File: config.mk
export PLATFORM = sky130hd
export DESIGN_NAME = ps2_mouse_init_seq
export DESIGN_NICKNAME = d
export VERILOG_FILES = /design/src/rtl/ps2_pkg.sv /design/src/rtl/ps2_mouse_init_seq_frame_build.sv /design/src/rtl/ps2_mouse_init_seq.sv
export SDC_FILE = /design/constraint.sdc
export NUM_CORES = 1
export LEC_CHECK = 0
export BUFFER_PORTS_ARGS = -buffer_cell sky130_fd_sc_hd__buf_4
export CAP_MARGIN = 10
export CORE_MARGIN = 3
export CORE_UTILIZATION = 45
export CTS_CLUSTER_DIAMETER = 200
export DETAILED_ROUTE_END_ITERATION = 10
export SYNTH_ARGS = -nofsm -noshare
export SYNTH_HDL_FRONTEND = slang
export SYNTH_SLANG_ARGS = --single-unit
File: constraint.sdc
create_clock -name qzt_clk -period 4.05 [get_ports qzt_clk]
set_input_delay 0.81 -clock qzt_clk [delete_from_list [all_inputs] [get_ports qzt_clk]]
set_output_delay 0.81 -clock qzt_clk [all_outputs]
set_load 0.05 [all_outputs]
File: src/rtl/ps2_pkg.sv
// Shared constants, state encoding and command table for the PS/2 mouse init sequencer.
// Build with PS2_SAMPLE_RATE_EN defined to insert the sample-rate steps (0xF3, 0xC8).
package ps2_pkg;

  localparam logic [7:0] CMD_RESET    = 8'hFF;
  localparam logic [7:0] CMD_DEFAULTS = 8'hF6;
  localparam logic [7:0] CMD_ENABLE   = 8'hF4;
  localparam logic [7:0] CMD_RATE     = 8'hF3;
  localparam logic [7:0] CMD_RATE_VAL = 8'hC8;

  localparam logic [7:0] RSP_ACK    = 8'hFA;
  localparam logic [7:0] RSP_BAT    = 8'hAA;
  localparam logic [7:0] RSP_RESEND = 8'hFE;
  localparam logic [7:0] RSP_ID     = 8'h00;

  localparam logic [10:0] IDLE_FRAME = 11'h7FF;

  typedef enum logic [3:0] {
    S_IDLE      = 4'd0,
    S_LOAD      = 4'd1,
    S_SEND      = 4'd2,
    S_WAIT_OK   = 4'd3,
    S_WAIT_RESP = 4'd4,
    S_RETRY     = 4'd5,
    S_NEXT      = 4'd6
  } state_t;

`ifdef PS2_SAMPLE_RATE_EN
  localparam int NUM_STEPS = 5;
`else
  localparam int NUM_STEPS = 3;
`endif

  function automatic logic [7:0] cmd_of(input logic [2:0] s);
    logic [7:0] c;
    case (s)
      3'd0:    c = CMD_RESET;
      3'd1:    c = CMD_DEFAULTS;
`ifdef PS2_SAMPLE_RATE_EN
      3'd2:    c = CMD_RATE;
      3'd3:    c = CMD_RATE_VAL;
`endif
      default: c = CMD_ENABLE;
    endcase
    return c;
  endfunction

  // Only the reset command answers with more than the ACK.
  function automatic logic [1:0] resp_len(input logic [2:0] s);
    return (s == 3'd0) ? 2'd3 : 2'd1;
  endfunction

  function automatic logic [7:0] resp_of(input logic [2:0] s,
                                         input logic [1:0] idx);
    logic [7:0] r;
    if (s != 3'd0) begin
      r = RSP_ACK;
    end else begin
      case (idx)
        2'd0:    r = RSP_ACK;
        2'd1:    r = RSP_BAT;
        default: r = RSP_ID;
      endcase
    end
    return r;
  endfunction

endpackage

File: src/rtl/ps2_mouse_init_seq_frame_build.sv
// Combinational byte to 11-bit host-to-device frame:
// start 0, data LSB first, odd parity, stop 1.
module ps2_frame_build (
  input  logic [7:0]  data,
  output logic [0:10] frame
);

  always_comb begin
    frame[0] = 1'b0;
    for (int i = 0; i < 8; i++) begin
      frame[1+i] = data[i];
    end
    frame[9]  = ~^data;
    frame[10] = 1'b1;
  end

endmodule

File: src/rtl/ps2_mouse_init_seq.sv
// Sequencer bringing a PS/2 mouse into streaming mode via the host sender.
// Build with PS2_SAMPLE_RATE_EN defined for the 5-step sample-rate variant.
module ps2_mouse_init_seq
  import ps2_pkg::*;
#(
  parameter logic [29:0] TIMEOUT_CYC = 30'd50_000_000,
  parameter logic [15:0] SEND_HOLD   = 16'd400,
  parameter int unsigned MAX_RETRY   = 3
) (
  input  logic        qzt_clk,
  input  logic        reset,
  input  logic        start,
  input  logic        tx_ok,
  input  logic        tx_err,
  input  logic [7:0]  rx_data,
  input  logic        rx_valid,
  output logic [0:10] frame,
  output logic        send,
  output logic        busy,
  output logic        done,
  output logic        fail,
  output logic [2:0]  step,
  output logic [3:0]  status
);

  localparam logic [3:0] MAX_R     = 4'(MAX_RETRY);
  localparam logic [2:0] LAST_STEP = 3'(NUM_STEPS - 1);

  state_t      state, state_n;
  logic [2:0]  step_n;
  logic [3:0]  retry, retry_n;
  logic [1:0]  idx, idx_n;
  logic [0:10] frame_n;
  logic [15:0] hold_cnt, hold_n;
  logic [29:0] tmo, tmo_n;
  logic        done_n, fail_n;
  logic        tmo_exp;
  logic [0:10] cmd_frame;

  ps2_frame_build u_build (
    .data  (cmd_of(step)),
    .frame (cmd_frame)
  );

  assign send   = (state == S_SEND);
  assign busy   = (state != S_IDLE);
  assign status = state;
  assign tmo_exp = (tmo == TIMEOUT_CYC - 30'd1);

  always_ff @(posedge qzt_clk or posedge reset) begin
    if (reset) begin
      state    <= S_IDLE;
      step     <= '0;
      retry    <= '0;
      idx      <= '0;
      frame    <= IDLE_FRAME;
      hold_cnt <= '0;
      tmo      <= '0;
      done     <= 1'b0;
      fail     <= 1'b0;
    end else begin
      state    <= state_n;
      step     <= step_n;
      retry    <= retry_n;
      idx      <= idx_n;
      frame    <= frame_n;
      hold_cnt <= hold_n;
      tmo      <= tmo_n;
      done     <= done_n;
      fail     <= fail_n;
    end
  end

  always_comb begin
    state_n = state;
    step_n  = step;
    retry_n = retry;
    idx_n   = idx;
    frame_n = frame;
    hold_n  = hold_cnt;
    tmo_n   = tmo;
    done_n  = done;
    fail_n  = fail;
    // Outside SEND, hold_cnt measures how long send has been low.
    if (state != S_SEND && hold_cnt != 16'hFFFF) begin
      hold_n = hold_cnt + 16'd1;
    end
    if (state == S_WAIT_OK || state == S_WAIT_RESP) begin
      tmo_n = tmo + 30'd1;
    end
    unique case (state)
      S_IDLE: begin
        if (start) begin
          done_n  = 1'b0;
          fail_n  = 1'b0;
          step_n  = '0;
          retry_n = '0;
          state_n = S_LOAD;
        end
      end
      S_LOAD: begin
        frame_n = cmd_frame;
        idx_n   = '0;
        hold_n  = '0;
        state_n = S_SEND;
      end
      S_SEND: begin
        hold_n = hold_cnt + 16'd1;
        if (hold_cnt == SEND_HOLD - 16'd1) begin
          hold_n  = '0;
          tmo_n   = '0;
          state_n = S_WAIT_OK;
        end
      end
      S_WAIT_OK: begin
        if (tx_ok) begin
          if (tx_err) begin
            state_n = S_RETRY;
          end else begin
            tmo_n   = '0;
            state_n = S_WAIT_RESP;
          end
        end else if (tmo_exp) begin
          state_n = S_RETRY;
        end
      end
      S_WAIT_RESP: begin
        if (rx_valid) begin
          if (rx_data == resp_of(step, idx)) begin
            tmo_n = '0;
            if (idx == resp_len(step) - 2'd1) begin
              state_n = S_NEXT;
            end else begin
              idx_n = idx + 2'd1;
            end
          end else begin
            state_n = S_RETRY;
          end
        end else if (tmo_exp) begin
          state_n = S_RETRY;
        end
      end
      S_RETRY: begin
        // The sender only re-triggers on a fresh rising edge.
        if (hold_cnt >= SEND_HOLD) begin
          if (retry < MAX_R) begin
            retry_n = retry + 4'd1;
            state_n = S_LOAD;
          end else begin
            fail_n  = 1'b1;
            state_n = S_IDLE;
          end
        end
      end
      S_NEXT: begin
        if (step == LAST_STEP) begin
          done_n  = 1'b1;
          state_n = S_IDLE;
        end else begin
          step_n  = step + 3'd1;
          retry_n = '0;
          state_n = S_LOAD;
        end
      end
      default: state_n = S_IDLE;
    endcase
  end

endmodule

==> impl_metrics.toml <==
[yosys]
synthDominantCellAreaShare_pct = 41.9
ys.warnings.count = 0
synth_seq_area_share_pct = 44.8
synth-seq-cells = 65
synthFlopType = "dfrtp_1"
synth_top_area_cell = "dfrtp_1"
synth-async-reset-ratio_pct = 100
synth_edf_count = 0
yosys-top-cells-area = "dfrtp_1, xor2_1, nor2_1"
synth.cells.most_frequent = "dfrtp_1, nor2_1, nand2_1"
synth_area_per_cell_sq_um = 9.47
synth.distinct_cells = 58
synth_area_sq_um = 3640
post-synth-top-count-cell = "dfrtp_1"
syn_inst = 385

[detailed_routing]
first_pass_iters = 4
dr.first_iter.drc_count = 74
drt-total-wl_um = 7290
route.detailed.drc = 0
routed_via_density = 5.27
vias = 2756
ant_nets = 0
wire_per_inst_um = 13.9

[sta]
min_period_ns = 2.74
worst_pin_slew_ns = 0.681
fin_ws_ns = 1.31
setup_tns_ns = 0
timing_hold_violations_final = 0
fmax_ghz = 0.365
finalClockSkew_ns = 0.0125
finalCritPeriodShare_pct = 67.6
finalMaxSlewViolations = 0
setup_viol = 0
slew_headroom_pct = 54.2
grt_setup_unrepaired = "no"

[place]
gp_congestion = 0.827
dp_cells = 507
place_ws_ns = 1.32
hpwlAfterDp_um = 5210
port_buffers = 29

[global_routing]
overflow = 0
grt_pass1_vias = 2636
grt_use_total_pct = 17.2
grt_max_degree = 45
antenna_found_initial = 0
grt_pass1_wl_um = 12500

[cells_and_area]
drive_gt1_share_pct = 15.4
stdcell_count = 523
fillers = 759
area_growth_pct = 12.5
nNetsFinal = 440
antenna_cells = 0

[critical_path]
path_buf_inv = 2
critPathCaptureType = "output pin"
critPathMaxFanout = 10
worstPathRequired_ns = 3.24
r2r-end = "status[0]$_DFFE_PP0P_"
worstRegToRegCells = 8
critical_path_class = "reg -> out"
r2r-start = "step[0]$_DFFE_PP0P_"
cp.arrival_ns = 1.93
cpMaxStageDelayCell = "dfrtp_1"
cp.depth = 4
rrSetupSlack_ns = 1.48
path_cells = "or2_2 > nor3_1 > inv_1 > buf_4"
start_kind = "register"
cp_top_family = "simple AND/OR/NAND/NOR gates"
max_stage_delay_ns = 0.53

[flow_run]
maxCapViolCount = 0

[floorplanning]
die_width_um = 96.0
start_util_pct = 46.7
chipHeight_um = 96.0
boundaryPins = 36
dieArea_sq_um = 9220
coreArea_sq_um = 7810
rows = 32

[clock_tree]
cts_tree = "yes"
cts_inserted_buffers = 9
clk_latency_ns = 0.34
root_buffer = "clkbuf_8"
clk_pin_slew_ns = 0.08
cts_sinks = 65
cts_max_level = 3
ctsResizeCount = 0
ctsHoldBuffers = 0
clk_path_buf_depth = 2
post_cts_buffers = 0

[hold_path]
hold_end = "frame[1]$_DFFE_PP1P_"
hold_class = "reg -> reg"
holdPathStages = 2
holdCritStartpoint = "frame[1]$_DFFE_PP1P_"

[pwr]
p_leak_nw = 1.86
ir_drop_v = 0.000222
powerDensity_nw_per_um2 = 439

[run_status]
status = "finished, final reports clean"
==> kinds of logic (layout without fill, tap and decap cells) <==
family                   after synthesis  after routing  synth area share (%)
AND/OR/NAND/NOR                      189            189                  27.6
flip-flops                            65             65                  44.8
AO/OA/AOI/OAI                         43             43                  8.51
XOR/XNOR                              41             41                  9.85
buffers and inverters                 30             61                  4.26
adder cells (fa/ha/maj)               10             10                  3.43
multiplexers                           5              5                  1.41
other                                  2              7                 0.206
==> worst max-delay path by stage <==
| stage | from | end | slack (ns) |
|---|---|---|---|
| finish | status[3]$_DFFE_PP0P_ | busy | 1.31 |
| global route | status[3]$_DFFE_PP0P_ | busy | 1.26 |
| CTS | status[3]$_DFFE_PP0P_ | busy | 1.33 |
| detailed placement | rx_data[1] | status[0]$_DFFE_PP0P_ | 1.32 |
| global placement | rx_data[1] | tmo[21]$_DFF_PP0_ | 1.38 |
| floorplan | status[3]$_DFFE_PP0P_ | send | 1.43 |
==> worst min-delay path: cells and delay by family (launching register included) <==
family | cells | cell delay [ns]
flip-flops | 1 | 0.38
AO/OA/AOI/OAI | 1 | 0.06
AND/OR/NAND/NOR | 1 | 0.05
==> routing by layer <==
layer	up-vias	wire (um)	GRT usage [%]
li1	1395	-	-
met2	35	3480	27.7
met1	1320	3530	23.3
met5	-	0	0
met4	0	46	4.62
met3	6	228	3.75
==> registers in the layout, indices dropped and copies added, names as in the netlist <==
name      cells
tmo          30
hold_cnt     16
step          3
done          1
frame         4
idx           2
status        4
retry         4
fail          1
==> final cells by class <==
| type | instances | area, sq um | area share, % |
|---|---|---|---|
| clock inverters | 4 | 28.8 | 0.702 |
| inverters | 13 | 48.8 | 1.19 |
| well taps | 102 | 128 | 3.11 |
| clock buffers | 12 | 145 | 3.54 |
| repair buffers | 32 | 240 | 5.86 |
| flip-flops and latches | 65 | 1630 | 39.8 |
| multi-input cells | 295 | 1880 | 45.8 |
==> layout by cell type (no fill, tap or decap), types with 2 or more instances in the layout <==
cell type   netlist  layout
clkinvlp_4        0       2
nor4b_1           3       3
a21oi_1          11      11
ha_1             10      10
nor3_1           14      14
mux2i_1           4       4
inv_1            13      12
or4_1             2       2
nor2_2            4       4
clkbuf_1          2       2
a211oi_1          4       4
a21o_1            2       2
o2111ai_1         2       2
buf_4             7      32
dfstp_2           4       4
nor2_1           54      54
nor2b_1           6       6
clkbuf_8          0      10
nor4_1            5       5
nand3b_1          2       2
and3_1            9       9
nand3_1          26      26
dfrtp_1          61      61
o21a_1            3       3
xor2_1           26      26
nand2_1          31      31
nand4_1          11      11
conb_1            2       7
nand2b_1          4       4
o21ai_0           9       9
xnor2_1          15      15
and2_1            4       4
and4_1            2       2
==> power breakdown <==
part           switching [W]  internal, W
registers           0.000138     0.000787
logic               0.000220     0.000160
clock network       0.000257     0.000240
==> metrics by stage <==
stage	hold WS [ns]	cell area, sq um	total power, W	utilization, %
after global routing	0.508	4100	0.00192	52.5
final	0.494	4100	0.00180	52.5
after floorplan	0.467	3660	0.00122	-
after CTS	0.498	4100	0.00183	52.5
after global placement	0.479	3930	0.00131	50.3
after detailed placement	0.484	3930	0.00132	50.3
No activity file was read; power rests on OpenSTA's default activity.
